===== config.mk =====
export PLATFORM = sky130hd
export DESIGN_NAME = nco_phase_gen
export DESIGN_NICKNAME = d
export VERILOG_FILES = /design/src/rtl/nco_phase_gen.sv
export SDC_FILE = /design/constraint.sdc
export NUM_CORES = 1
export LEC_CHECK = 0
export ABC_AREA = 1
export ABC_CLOCK_PERIOD_IN_PS = 4100
export BUFFER_PORTS_ARGS = -buffer_cell sky130_fd_sc_hd__buf_2
export CAP_MARGIN = 0
export CORE_MARGIN = 5
export CORE_UTILIZATION = 40
export CTS_BUF_LIST = sky130_fd_sc_hd__clkbuf_8
export DETAILED_ROUTE_END_ITERATION = 10
export SETUP_SLACK_MARGIN = 0.2
export SKIP_CTS_REPAIR_TIMING = 1
export SYNTH_ARGS = -nofsm -noshare
export SYNTH_HDL_FRONTEND = slang
export SYNTH_SLANG_ARGS = --single-unit

===== constraint.sdc =====
create_clock -name clk -period 4.1 [get_ports clk]
set_input_delay 1.025 -clock clk [delete_from_list [all_inputs] [get_ports clk]]
set_output_delay 1.025 -clock clk [all_outputs]
set_load 0.1 [all_outputs]

===== src/rtl/nco_phase_gen.sv =====
// nco_phase_gen: phase-accumulator NCO feeding the CORDIC arg input.
// Supports phase offset, linear chirp, and fixed-length burst or
// continuous tone.
//
// state | meaning
// IDLE  | accepting config, waiting for start
// RUN   | emitting one phase word per enabled clock
module nco_phase_gen #(
  parameter int ACC_WIDTH = 32,
  parameter int ARG_WIDTH = 16,
  parameter int LEN_WIDTH = 16
) (
  input  logic                 clk,
  input  logic                 rst_n,
  input  logic                 cfg_valid,
  output logic                 cfg_ready,
  input  logic [ACC_WIDTH-1:0] cfg_fcw,
  input  logic [ACC_WIDTH-1:0] cfg_step,
  input  logic [ARG_WIDTH-1:0] cfg_phase_ofs,
  input  logic [LEN_WIDTH-1:0] cfg_len,
  input  logic                 start,
  input  logic                 stop,
  input  logic                 en,
  output logic [ARG_WIDTH-1:0] arg,
  output logic                 arg_valid,
  output logic                 busy,
  output logic                 done
);

  typedef enum logic {IDLE = 1'b0, RUN = 1'b1} state_t;

  state_t               state;
  logic [ACC_WIDTH-1:0] fcw;
  logic [ACC_WIDTH-1:0] step;
  logic [ARG_WIDTH-1:0] ofs;
  logic [LEN_WIDTH-1:0] len;
  logic [ACC_WIDTH-1:0] acc;
  logic [ACC_WIDTH-1:0] fcw_cur;
  logic [LEN_WIDTH-1:0] cnt;
  // Set on the edge that emits the final burst sample; done follows it by
  // one cycle so it lands after the last valid sample, never alongside it.
  logic                 last_smp;

  assign busy      = (state == RUN);
  assign cfg_ready = (state == IDLE);

  // Sequencer, config capture and phase datapath.
  always_ff @(posedge clk) begin
    if (!rst_n) begin
      state     <= IDLE;
      fcw       <= '0;
      step      <= '0;
      ofs       <= '0;
      len       <= '0;
      acc       <= '0;
      fcw_cur   <= '0;
      cnt       <= '0;
      arg       <= '0;
      arg_valid <= 1'b0;
      done      <= 1'b0;
      last_smp  <= 1'b0;
    end else begin
      arg_valid <= 1'b0;
      done      <= last_smp;
      last_smp  <= 1'b0;
      case (state)
        IDLE: begin
          if (cfg_valid) begin
            // Config takes priority over a coincident start.
            fcw  <= cfg_fcw;
            step <= cfg_step;
            ofs  <= cfg_phase_ofs;
            len  <= cfg_len;
          end else if (start && !stop) begin
            state   <= RUN;
            acc     <= '0;
            fcw_cur <= fcw;
            cnt     <= '0;
          end
        end
        RUN: begin
          if (stop) begin
            state <= IDLE;
          end else if (en) begin
            arg       <= acc[ACC_WIDTH-1 -: ARG_WIDTH] + ofs;
            arg_valid <= 1'b1;
            acc       <= acc + fcw_cur;
            fcw_cur   <= fcw_cur + step;
            cnt       <= cnt + LEN_WIDTH'(1);
            // len == 0 is continuous mode: cnt wraps and never terminates.
            if ((len != '0) && (cnt == len - LEN_WIDTH'(1))) begin
              state    <= IDLE;
              last_smp <= 1'b1;
            end
          end
        end
        default: state <= IDLE;
      endcase
    end
  end

endmodule


* Word-level counts from Yosys, hierarchy flattened
Index checks and enable logic that the tools add are counted.
** Storage, ports and cells
- Flip-flop bits (word level) :: 196
- Bits of input ports :: 102
** Operators by class
- $add $sub $neg :: 5
- Bitwise logic cells :: 4
- Eq/ne operators :: 5
- Muxes and demuxes :: 23
- Reduce and logical (&&, ||, !) cells :: 9
** Operators with widths (count)
- 32-bit 2-to-1 mux :: 8
- 32-bit case mux with 2 select lines :: 2
- 32-bit adder :: 2
- 16-bit 2-to-1 mux :: 4
- 16-bit case mux with 2 select lines :: 1
- 16-bit by 1-bit adder with 16-bit output, second input constant :: 1
- 16-bit adder :: 1
- 16-bit equality test :: 1
- 16-bit nonzero test :: 1
- 16-bit by 1-bit subtractor with 16-bit output, second input constant :: 1
- 1-bit 2-to-1 mux :: 7
- 2-bit != test, second input constant :: 3
- 1-bit NOT :: 4
- 4-bit AND reduction :: 1
- 4-bit OR reduction :: 1
- 3-bit AND reduction :: 1
- 3-bit OR reduction :: 1
- 1-bit logical AND :: 2
- 2-bit by 1-bit != test with 1-bit output, second input constant :: 1
- 1-bit case mux with 2 select lines :: 1
- 2-bit AND reduction :: 1
- 1-bit zero test :: 1

* Longest topological paths before layout
Gate-level depths: netlist of the first run.
- Depth in word-level cells :: 7
- Depth in mapped cells :: 15
- Gate-level depth less buffers :: 15

* Worst setup path before layout of the first run
No wires, ideal clock.
- Kind :: flip-flop to flip-flop
- Start point :: register state (netlist: busy)
- End point :: register cnt[9]
- Data required time :: 4.036 ns
- Setup time :: 0.064 ns
- Arrival time :: 2.588 ns
- Stages on the path, launching flop included :: 12
- Clock period less this slack :: 2.652 ns
- Path slack :: 1.448 ns
- Path through :: dfxtp_1 inv_2 nor2_4 nand2_2 nand2_4 nand2_2 nor2_4 nand4_2 or2_1 o21ai_1 nand2_1 nor2_1
** On the way
- Cells in the longest elaborated chain, start to end :: 3
- Elaborated cells between the ends (all ways) :: 7
** Ends and longest elaborated chain
- start, declared :: line 32 : state_t state;
- start signal, assigned :: line 50 : state <= IDLE;
- start signal, assigned :: line 75 : state <= RUN;
- start signal, assigned :: line 83 : state <= IDLE;
- 1-bit NOT (no line) *
- named net cfg_ready :: line 16 : output logic cfg_ready,
- 2-bit by 1-bit != test with 1-bit output (no line) / 2-bit != test (equally long branches)
- 4-bit AND reduction (no line)
- end signal, assigned :: line 89 : cnt <= cnt + LEN_WIDTH'(1);
- end, declared :: line 39 : logic [LEN_WIDTH-1:0] cnt;
The timed path passes the listed nets; every way through them passes the cells marked *.
A chain may end at the register's enable or synchronous reset.

* Final worst setup path of the first run
- Start point :: input stop
- End point :: register cnt[8]
** On the way
- Cells in the longest elaborated chain, start to end :: 4
- Elaborated cells between the ends (all ways) :: 5
** Ends and longest elaborated chain
- start, declared :: line 22 : input logic stop,
- 1-bit zero test :: line 74 : end else if (start && !stop) begin
- 1-bit logical AND :: line 74
- 2-bit by 1-bit != test with 1-bit output (no line)
- 4-bit AND reduction (no line) *
Every way passes the cells marked *; elsewhere a longest branch is shown, timed or not.

==> results of run 1 <==
-- cell usage after synthesis, types with 3 or more instances --
master	count	area, µm²
sky130_fd_sc_hd__buf_1	13	48.8
sky130_fd_sc_hd__a21oi_1	166	831
sky130_fd_sc_hd__nor4_1	5	31.3
sky130_fd_sc_hd__fa_1	3	60.1
sky130_fd_sc_hd__o21a_1	6	45.0
sky130_fd_sc_hd__nand2_1	424	1590
sky130_fd_sc_hd__nand3b_1	19	143
sky130_fd_sc_hd__inv_2	3	11.3
sky130_fd_sc_hd__a22o_1	24	210
sky130_fd_sc_hd__xnor2_1	9	78.8
sky130_fd_sc_hd__nand3_1	94	470
sky130_fd_sc_hd__nor2_1	326	1220
sky130_fd_sc_hd__inv_1	133	499
sky130_fd_sc_hd__o21ai_0	188	941
sky130_fd_sc_hd__a31oi_1	7	43.8
sky130_fd_sc_hd__a21o_1	4	30.0
sky130_fd_sc_hd__o21ai_1	9	45.0
sky130_fd_sc_hd__nor3_1	25	125
sky130_fd_sc_hd__or2_2	12	75.1
sky130_fd_sc_hd__ha_1	80	1000
sky130_fd_sc_hd__or2_0	3	18.8
sky130_fd_sc_hd__a32o_1	3	30.0
sky130_fd_sc_hd__o21bai_1	8	60.1
sky130_fd_sc_hd__clkbuf_1	39	146
sky130_fd_sc_hd__nand4_1	15	93.8
sky130_fd_sc_hd__buf_2	6	30.0
sky130_fd_sc_hd__dfxtp_1	196	3920
sky130_fd_sc_hd__xor2_1	20	175
sky130_fd_sc_hd__nor2_2	4	25.0
-- critical path, stage by stage --
cell and delay, ps:
sky130_fd_sc_hd__buf_2 120, sky130_fd_sc_hd__nor2_4 110, sky130_fd_sc_hd__nand2_2 320, sky130_fd_sc_hd__nand2_4 250
sky130_fd_sc_hd__inv_2 270, sky130_fd_sc_hd__nor2_2 190, sky130_fd_sc_hd__nand2_1 100, sky130_fd_sc_hd__nor2_1 100
sky130_fd_sc_hd__nand3_1 90, sky130_fd_sc_hd__nor2_1 130, sky130_fd_sc_hd__o21ai_0 90, sky130_fd_sc_hd__a21oi_1 150
-- cells in the final DEF, fill, tap and decap left out, types with 3 or more instances in the layout --
cell type                  instances
sky130_fd_sc_hd__nand2_1         423
sky130_fd_sc_hd__nor2_1          325
sky130_fd_sc_hd__dfxtp_1         196
sky130_fd_sc_hd__o21ai_0         188
sky130_fd_sc_hd__a21oi_1         166
sky130_fd_sc_hd__inv_1           133
sky130_fd_sc_hd__buf_2           120
sky130_fd_sc_hd__nand3_1          94
sky130_fd_sc_hd__ha_1             80
sky130_fd_sc_hd__nor3_1           25
sky130_fd_sc_hd__a22o_1           24
sky130_fd_sc_hd__xor2_1           20
sky130_fd_sc_hd__nand3b_1         19
sky130_fd_sc_hd__clkbuf_8         19
sky130_fd_sc_hd__nand4_1          15
sky130_fd_sc_hd__or2_2            12
sky130_fd_sc_hd__buf_4            10
sky130_fd_sc_hd__o21ai_1           9
sky130_fd_sc_hd__xnor2_1           9
sky130_fd_sc_hd__o21bai_1          8
sky130_fd_sc_hd__a31oi_1           7
sky130_fd_sc_hd__o21a_1            6
sky130_fd_sc_hd__nor2_2            5
sky130_fd_sc_hd__nor4_1            5
sky130_fd_sc_hd__inv_2             4
sky130_fd_sc_hd__a21o_1            4
sky130_fd_sc_hd__a32o_1            3
sky130_fd_sc_hd__or2_0             3
sky130_fd_sc_hd__fa_1              3
sky130_fd_sc_hd__inv_6             3
sky130_fd_sc_hd__clkinv_2          3
-- stage by stage --
step                      instance area (µm²)  instances  util (%)
final                                   13600       2366      44.7
after global routing                    13600       2366      44.7
after CTS                               13600       2366      44.7
after detailed placement                13200       2335      43.4
after global placement                  13200       2335      43.4
after floorplan                         12200       1866         -
-- layout make-up --
cell class	count	area share (%)
Clock buffer	19	1.93
Multi-Input combinational cell	1475	55.6
Clock inverter	12	0.959
Timing Repair Buffer	131	5.13
Sequential cell	196	28.9
Tap cell	396	3.65
Inverter	137	3.79
-- layer usage --
metal / global-route usage (%) / up-vias
li1: - / 6410
met1: 28.3 / 5577
met2: 34.2 / 242
met3: 3.59 / 35
met4: 4.46 / 0
met5: 0 / -
-- where the power goes --
group	leakage (µW)	internal [µW]	switching [µW]
clock	0.000204	573	723
sequential	0.00160	1990	71.1
combinational	0.00440	202	364
total	0.00621	2760	1160
-- registers in the layout, indices dropped and copies added (netlist names), 16 cells and up --
register and cells:
acc 32, fcw 32, fcw_cur 32, step 32
arg 16, cnt 16, len 16, ofs 16
-- logic make-up (layout without fill, tap and decap cells) --
family | count (synthesis) | count (layout) | share of synthesized area, %
AND/OR/NAND/NOR | 939 | 939 | 32.0
AO/OA/AOI/OAI | 423 | 423 | 18.8
flip-flops | 196 | 196 | 32.2
buffers and inverters | 195 | 299 | 6.06
adder cells (fa/ha/maj) | 83 | 83 | 8.70
XOR/XNOR | 30 | 30 | 2.27
-- how the worst max path moves through the flow --
stage               from   endpoint  slack, ps
floorplan           busy     cnt[9]       1450
global placement    stop     cnt[8]       1040
finish              stop     cnt[8]       1590
CTS                 busy  cfg_ready       1570
global route        stop     cnt[8]       1400
detailed placement  stop     cnt[8]       1040
==> summary by stage, run 1 <==
Clock network
The TritonCTS clock tree is yes. The count of H-tree levels built during CTS is 4. TritonCTS created 17 clock buffers. Counting every sink on the clock net gives between 150 and 200. After clock tree synthesis, the clock-pin slew on the worst setup and hold paths is 100 ps. The clock passes through at most 2 buffers. The tree is rooted in a sky130_fd_sc_hd__clkbuf_8. The clock reaches the later pin of the worst-skew pair after between 500 and 600 ps.

Hold path
The endpoint of the worst hold-timing path is done. The min-delay analysis places its worst path in the category reg -> reg. The beginning of the worst hold path is last_smp.

The instance count along the most critical hold path is 2.

Finish
The area of all sequential standard cells is 0.00392 mm². The fraction of layout instances using a drive strength above 1 is 9.64%. The number of nets in the layout is around 2,100. The final antenna diode count is 0. Compared with the post-synthesis result, the final layout area differs by 11.2%. In the final layout, the multi-input gates occupy 0.00755 mm². The final-layout fill cell count is 3,236.

Logic synthesis
The synthesized netlist occupies a cell area of ~0.012 mm². After technology mapping, the gate count stands at 1,866. Of the synthesized area, sequential elements account for 32.2%.

The most used flip-flop cell after synthesis is sky130_fd_sc_hd__dfxtp_1. The number of register bits inferred by synthesis is approximately 200. The number of flops mapped to enable cells by yosys is 0. Averaged over all synthesized cells, the footprint is 6.54 µm². The netlist uses 45 different library cells. During synthesis, Yosys emitted a total of 0 warnings. The share of flip-flops with an asynchronous set or reset after synthesis is 0%.

The number of nets handed over by synthesis was slightly above 2,000.

Route
The met3 wirelength from detailed routing is 1430 µm. After detailed routing, the wire length on met1 is 17,400 µm. The number of antenna-violating nets in the routed design is 0. After detailed routing, the number of vias per cell comes to roughly 5.2. The via count of the routed design is roughly 12,000. The highest layer touched by signal routing is met4. The iteration count of the initial detailed-routing pass is 5. The detailed router finished its first iteration with 714 violations.

Wire segments on met2 add up to roughly 16,000 µm in the final route. The average wire per standard cell is 15.1 µm. The routed wire length is 35,700 µm. The residual DRC count is 0.

Flow run
Across the run, the number of max-cap violations was 0.

Worst setup path
The worst register-to-register path begins at fcw_cur[0]. For the worst setup path, the data required time is 4540 ps. STA classifies the critical path startpoint as an input port. For flop-to-flop paths, the worst setup slack is 1660 ps.

The reg-to-reg endpoint is fcw_cur[30]. The data arrival time of the critical path is 2940 ps. The worst setup path is captured at a register. The worst setup path is of the in -> reg kind.

The highest fanout seen on the critical path is 29. The cell count of the worst reg-to-reg path is 12.

STA
Setup violations remaining at the end of the flow were counted as 0. The worst pin sits at a relative slew slack of between 30% and 40%. The worst hold slack after final layout is around 460 ps. The total count of hold-check failures in the final report is 0. The final-report max-slew violation count was 0. The setup TNS after final layout is 0 ps. The clock skew is 17.5 ps. The highest attainable clock frequency is 399 MHz. The worst path needs roughly 2500 ps of the cycle, external delays included. Setup repair after global routing left no endpoint under its margin. The worst-margin pin slew is 949 ps.

The post-route fraction of the period consumed by the critical path is between 60% and 70%. Across all setup checks in the final design, the least slack found is 1590 ps.

Global routing
The number of antenna violations at the first check in global routing was 0. For this run the aggregate overflow at the end of global routing stands at 0. The overall global routing resource usage is 20.6%. Entering global routing, the biggest net connects 103 pins. The via count of the first global-routing pass is 11,400. The wire length of the first global-routing pass is roughly 57,000 µm.

Pwr
The peak supply drop is slightly below 0.2 mV. The analysis attributes to cell leakage a power of between 0.006 and 0.007 µW. The power density of the placed cells is 289 mW/mm². The post-route total power is 3920 µW.

Floorplan
roughly 120 I/O pins were placed. The die is 185 µm wide. The initialized floorplan defines 64 standard-cell rows. In this run the standard cell core region covers 0.0303 mm². The die covers 0.0341 mm². The initial utilization of the core area, before any placement, comes to 40.2%.

The die is 185 µm tall.

Status
The flow ran to the end, and the final reports show no timing, DRC or antenna violations.

Placement
The final weighted congestion of routability-driven global placement is 0.924. During placement, the flow inserted port buffers numbering between 100 and 150. The post-DP HPWL is approximately 27,000 µm.

The post-placement worst setup slack is 1040 ps.
Note: power is estimated with default switching activity, not from simulation.
==> run 2: changes to the inputs <==
--- a/config.mk
+++ b/config.mk
@@ -6,7 +6,7 @@
 export NUM_CORES = 1
 export LEC_CHECK = 0
 export ABC_AREA = 1
-export ABC_CLOCK_PERIOD_IN_PS = 4100
+export ABC_CLOCK_PERIOD_IN_PS = 2500
 export BUFFER_PORTS_ARGS = -buffer_cell sky130_fd_sc_hd__buf_2
 export CAP_MARGIN = 0
 export CORE_MARGIN = 5
==> constraint.sdc (replaced) <==
create_clock -name clk -period 2.5 [get_ports clk]
set_input_delay 0.625 -clock clk [delete_from_list [all_inputs] [get_ports clk]]
set_output_delay 0.625 -clock clk [all_outputs]
set_load 0.1 [all_outputs]
==> summary by stage, run 2 (synthesized netlist as in run 1, its figures left out) <==
Clock network
The clock buffer count from CTS is 17. The count of H-tree levels built during CTS is 4. The TritonCTS clock tree is yes. The clock root buffer master is sky130_fd_sc_hd__clkbuf_8. The clock reaches the later pin of the worst-skew pair after ~500 ps. The clock-pin slew of the registers on the worst-case setup and hold paths is 130 ps. The maximum number of buffers from clock root to sink is 2. The tree built by TritonCTS fans out to 196 sinks.

Worst setup path
The critical path startpoint category is a register. The critical path data required time is 2900 ps. The reg-to-reg endpoint is fcw_cur[26].

STA classifies the critical path endpoint as a register. Following the worst setup path forward leads to its endpoint at fcw_cur[26]. The setup slack on the worst flop-to-flop path is slightly below 400 ps. Of all nets on the critical path, the largest fanout is 4. For the worst setup path, the data arrival time is 2510 ps. The critical path is of the reg -> reg type. The cell count of the worst reg-to-reg path is 14. Tracing the worst setup path back leads to its startpoint at step[0]. The beginning of the worst register-to-register path is step[0].

Placement
The number of buffer cells added on primary ports is roughly 120. Detailed placement ended at an HPWL of 27,800 µm. Once placement completed, the tool counted placed cells totaling ~2,300. The congestion estimate from routability-driven global placement came to 0.957.

Global routing
Entering global routing, the biggest net connects 139 pins. The via count of the first global-routing pass is between 10,000 and 15,000. After global routing the overflow that remains totals 0. The first global-routing pass estimated 57,800 µm of wire. For this run, the total global-route usage over all layers was measured as 20.9%. The number of antenna violations at the first check in global routing is 0.

STA
The worst-margin pin slew is 593 ps. The routed design could run at a clock period as short as 2110 ps. Setup violations remaining at the end of the flow were counted as 0. Between clock sinks in the finished design, the worst skew comes to 25.1 ps. The final-report max-slew violation count came to 0.

The highest attainable clock frequency is 474 MHz. After layout, the worst path uses 84.5% of the clock period. Measured against its own limit, the worst slew margin works out to 60.5%.

Setup repair after global routing could not meet its margin everywhere. The total count of hold-check failures in the final report was 0. Adding up every negative setup slack in the final design gives 0 ps.

Hold is met by 363 ps.

Hold path
The instance count along the most critical hold path is 3. The class of the tightest hold or removal check is in -> reg.

Finish
The library cell used most frequently in the layout, excluding fill and tap cells, is sky130_fd_sc_hd__nand2_1. The fraction of layout instances using a drive strength above 1 is 11.1%. Leaving out fill and tap cells, the most frequent cells in the layout are sky130_fd_sc_hd__nand2_1 (420), sky130_fd_sc_hd__nor2_1 (324), sky130_fd_sc_hd__dfxtp_1 (192). The post-layout instance count excluding filler cells is 2,379.

The number of antenna diodes in the final layout is 0. The number of nets in the layout is 2,155. Compared with the post-synthesis result, the final layout area differs by 13.0%.

Route
Before antenna repair, the detailed router went through 6 iterations. Summed over all layers, the routed wires come to between 30,000 and 40,000 µm. Using the TritonRoute via totals, the vias-per-cell ratio works out to 5.18.

The average wire per standard cell is 15.2 µm. The residual DRC count is 0. The number of violations reported at the end of detailed-routing iteration 0 is just under 800. The via count of the routed design is 12,300. The number of antenna-violating nets in the routed design is 0.

Floorplan
The boundary pin count is 122. The floorplan die height is 185 µm. The core region is slightly above 0.03 mm². The initial utilization of the core area, before any placement, comes to 40.2%. The horizontal die dimension is between 150 and 200 µm. The floorplan step defined a die boundary enclosing roughly 0.034 mm². The initialized floorplan defines 64 standard-cell rows.

Pwr
The peak supply drop is 0.360 mV. The static leakage is 0.00629 µW. For this design the ratio of total power to cell area is 468 mW/mm².

Total power for the finished layout comes to 6450 µW.

Flow run
The max-capacitance violation count is 0.

Status
The run finished with clean final reports.
-- run 2: how the worst min path moves through the flow --
stage           startpoint      end  slack, ps
2_1_floorplan     last_smp     done        390
3_3_place_gp      last_smp     done        410
3_5_place_dp      last_smp     done        410
4_1_cts         cfg_fcw[4]   fcw[4]        340
5_1_grt        cfg_fcw[28]  fcw[28]        350
6_report        cfg_fcw[4]   fcw[4]        360
-- run 2: area by class of cell --
type | instances | area (µm²)
clock buffer | 17 | 234
clock inverter | 15 | 164
fill | 3206 | 16600
inverter | 137 | 514
multi-input combinational | 1475 | 7580
sequential | 196 | 3930
tap | 396 | 495
timing repair buffer | 143 | 861
-- run 2: worst max-delay path: stages, from the launching register on --
cell	delay, ps
sky130_fd_sc_hd__dfxtp_1	360
sky130_fd_sc_hd__ha_1	180
sky130_fd_sc_hd__inv_1	50
sky130_fd_sc_hd__fa_1	400
sky130_fd_sc_hd__nand3b_1	200
sky130_fd_sc_hd__nand2_2	120
sky130_fd_sc_hd__a21oi_2	90
sky130_fd_sc_hd__inv_1	80
sky130_fd_sc_hd__nand2_1	60
sky130_fd_sc_hd__nand2_2	100
sky130_fd_sc_hd__nand4_1	110
sky130_fd_sc_hd__nand2_1	90
sky130_fd_sc_hd__nand2_1	50
sky130_fd_sc_hd__nand3_1	70
sky130_fd_sc_hd__nand2_1	50
-- run 2: per-layer routing --
layer	part of all wire (%)	wire [µm]	vias up	global-route usage [%]
met2	45	16400	270	35.1
met1	48	17400	5570	28.5
met4	1.7	623	0	4.84
met3	4.6	1650	43	2.98
li1	-	-	6435	-
met5	0	0	-	0
-- run 2: stage by stage --
stage / utilization, % / cell area, µm² / setup slack, ps
4_1_cts: 45.2 / 13700 / 184
5_1_grt: 45.4 / 13800 / 193
2_1_floorplan: - / 12200 / 299
3_3_place_gp: 43.9 / 13300 / 271
3_5_place_dp: 43.9 / 13300 / 221
6_report: 45.4 / 13800 / 388
-- run 2: power breakdown --
part / total (µW) / switching [µW] / internal, µW
combinational: 960 / 608 / 351
clock: 2110 / 1350 / 756
sequential: 3390 / 123 / 3260
total: 6450 / 2080 / 4370
==> run 3: changes to the inputs <==
--- a/config.mk
+++ b/config.mk
@@ -6,7 +6,7 @@
 export NUM_CORES = 1
 export LEC_CHECK = 0
 export ABC_AREA = 1
-export ABC_CLOCK_PERIOD_IN_PS = 2500
+export ABC_CLOCK_PERIOD_IN_PS = 2100
 export BUFFER_PORTS_ARGS = -buffer_cell sky130_fd_sc_hd__buf_2
 export CAP_MARGIN = 0
 export CORE_MARGIN = 5
==> constraint.sdc (replaced) <==
create_clock -name clk -period 2.1 [get_ports clk]
set_input_delay 0.525 -clock clk [delete_from_list [all_inputs] [get_ports clk]]
set_output_delay 0.525 -clock clk [all_outputs]
set_load 0.1 [all_outputs]
==> summary by stage, run 3 (synthesized netlist as in run 1, its figures left out) <==
Finish
The commonest non-fill, non-tap cell in the layout is sky130_fd_sc_hd__nand2_1. For this run, the post-layout net count is 2,209. The post-route netlist has 30.6% of its cells at a drive strength greater than 1. Summing all multi-input logic gate instances after layout gives 0.00933 mm².

The final design instance area without fill is 0.0161 mm². Fill cells in the final layout number a little under 3,000. The post-layout instance count excluding filler cells is 2,433.

The area of all sequential standard cells is 0.00404 mm². The final antenna diode count is 0. The area growth from synthesis to layout is 32.0%. Leaving out fill and tap cells, the most frequent cells in the layout are sky130_fd_sc_hd__nand2_1 (351), sky130_fd_sc_hd__nor2_1 (282), sky130_fd_sc_hd__o21ai_0 (145).

Hold path
The min-delay analysis places its worst path in the category in -> reg.

Route
The detailed router finished its first iteration with 873 violations. After detailed routing, the number of remaining DRC violations is 0. The detail-routed via count per cell is between 5 and 6.

The first TritonRoute pass finished after 5 iterations. The average wire per standard cell is around 16 µm. The number of antenna-violating nets in the routed design is 0. The routed design has 38,600 µm of wire. The via count of the routed design is approximately 13,000.

Worst setup path
The most numerous cell type found on the critical path is sky130_fd_sc_hd__nand3b_1. The data arrival time of the critical path is 2460 ps. Following the worst setup path forward leads to its endpoint at fcw_cur[28]. The highest fanout seen on the critical path is 4.

The cell count of the worst reg-to-reg path is 11. The cell at the slowest stage of the critical path is sky130_fd_sc_hd__dfxtp_4. The critical path is of the reg -> reg type. The beginning of the worst register-to-register path is fcw_cur[0]. At the worst endpoint, the required time is 2500 ps.

The largest single stage delay on the critical path is around 400 ps. The worst register-to-register path has a setup slack of 40 ps. Walking the worst path, the cells encountered are ha_4, inv_2, fa_2, nand3b_1, nand2_4, buf_12, a21oi_4, o21ai_4, nand3b_1, a21oi_1, o21ai_1. The critical path startpoint category is a register.

STA classifies the critical path endpoint as a register. The reg-to-reg endpoint is fcw_cur[28]. The most critical setup path has its startpoint at fcw_cur[0].

STA
The final-report max-slew violation count is 0. Setup repair after global routing could not meet its margin everywhere. Across all hold checks on the routed design, the worst slack comes to ~250 ps. The post-route fraction of the period consumed by the critical path is 97.9%. For the pin with the worst max-slew slack, the measured transition is about 510 ps. The clock period could shrink to between 2000 and 2500 ps. The setup TNS after final layout is 0 ps. The highest attainable clock frequency is roughly 500 MHz.

Between clock sinks in the finished design, the worst skew comes to 26.7 ps. The worst pin sits at a relative slew slack of 65.7%. The total of endpoints with negative setup slack in the final report is 0. The total count of hold-check failures in the final report was 0.

Status
The run finished with clean final reports.

Global routing
The number of antenna violations at the first check in global routing is 0. The via count of the first global-routing pass is 12,000. Across every metal layer, demand over resource in global routing totals 21.1%.

The maximum number of pins on one net before global-route repair is 79. The wire length of the first global-routing pass is about 58,000 µm. The remaining global-route overflow is 0.

Floorplan
The total die area is 0.0341 mm². The number of placement rows is 64. The horizontal die dimension is between 150 and 200 µm. In this run the vertical extent of the chip is about 180 µm. The initial cell density of the core is 40.2%. The boundary pin count is 122.

The floorplan core area is about 0.03 mm².

Clock network
The later pin in the worst-skew pair is clocked with a latency of 520 ps. TritonCTS built the clock tree. The clock buffer count from CTS is 17. Clock-pin slew was measured on the worst setup and hold paths at 130 ps. For this design, the sink count on the clock tree is roughly 200. The clock root buffer master is sky130_fd_sc_hd__clkbuf_8.

The H-tree was split into 4 levels. In this run the deepest clock path goes through 2 buffers.

Placement
The number of placed instances with taps included is between 2,000 and 2,500. The total cell area at the placement stage is 0.0136 mm². The wire-length estimate of the detail-placed layout is 28,200 µm. The final weighted congestion of routability-driven global placement is 1.01. The number of buffer cells added on primary ports is between 100 and 150.

Pwr
For this design the static power due to leakage is 0.00680 µW. Net switching is 32.8% of the power. The design draws ~7900 µW. The internal portion of total power is 5330 µW.

The power density of the placed cells is about 500 mW/mm². For this design the total switching power over the nets is 2600 µW. The sequential power share is 51.1%.

The relative contribution of the clock network to total power is 31.7%. Combinational logic is responsible for 17.2% of the overall power. VDD sags by at most roughly 0.47 mV.

Flow run
The max-capacitance violation count is 0.
[run 3: cell count changes in the layout (fill, tap and decap cells not counted), moves of 52 or more]
cell / change
sky130_fd_sc_hd__dfxtp_1: -54
sky130_fd_sc_hd__ha_1: -59
sky130_fd_sc_hd__ha_4: +54
sky130_fd_sc_hd__nand2_1: -69
sky130_fd_sc_hd__a21oi_1: -60
sky130_fd_sc_hd__nand2_2: +52
[run 3: routing by layer]
metal	vias to the layer above	wire, µm	GRT usage, %
met4	0	791	6.58
met5	-	0	0
met1	5950	17900	28.3
met2	316	18100	35.1
met3	56	1740	3.16
li1	6544	-	-
[run 3: power by group through the flow]
stage	Clock [µW]	Combinational (µW)	Sequential (µW)
4_1_cts	2600	1180	4020
3_5_place_dp	0	1170	4110
5_1_grt	2760	1540	4070
6_report	2520	1360	4050
2_1_floorplan	0	767	4090
3_3_place_gp	0	1160	4110
[run 3: critical path, delay by kind of cell (launching register included)]
kind,cells,cell delay [ps]
and+or+nand+nor,3,450
adders and majority gates,2,480
buffers and inverters,2,150
AOI/OAI and AO/OA,4,480
DFF,1,400
[run 3: layout make-up]
class | count | area share, %
well taps | 396 | 3.08
clock buffers | 17 | 1.45
clock inverters | 15 | 0.971
inverters | 137 | 3.22
multi-input cells | 1475 | 57.9
repair buffers | 197 | 8.27
flip-flops and latches | 196 | 25.1
[run 3: stage by stage]
stage	worst slack [ps]	utilization (%)
global route	-46.0	53.1
finish	43.4	53.1
global placement	24.6	44.8
CTS	-70.1	46.1
detailed placement	-12.8	44.8
floorplan	203	-
[run 3: how the worst min path moves through the flow]
stage	startpoint	to	slack [ps]	cells after the start
2_1_floorplan	last_smp	done	390	2
3_3_place_gp	last_smp	done	420	2
5_1_grt	cfg_step[30]	step[30]	230	3
3_5_place_dp	last_smp	done	420	2
4_1_cts	cfg_fcw[4]	fcw[4]	230	3
6_report	cfg_fcw[1]	fcw[1]	250	3
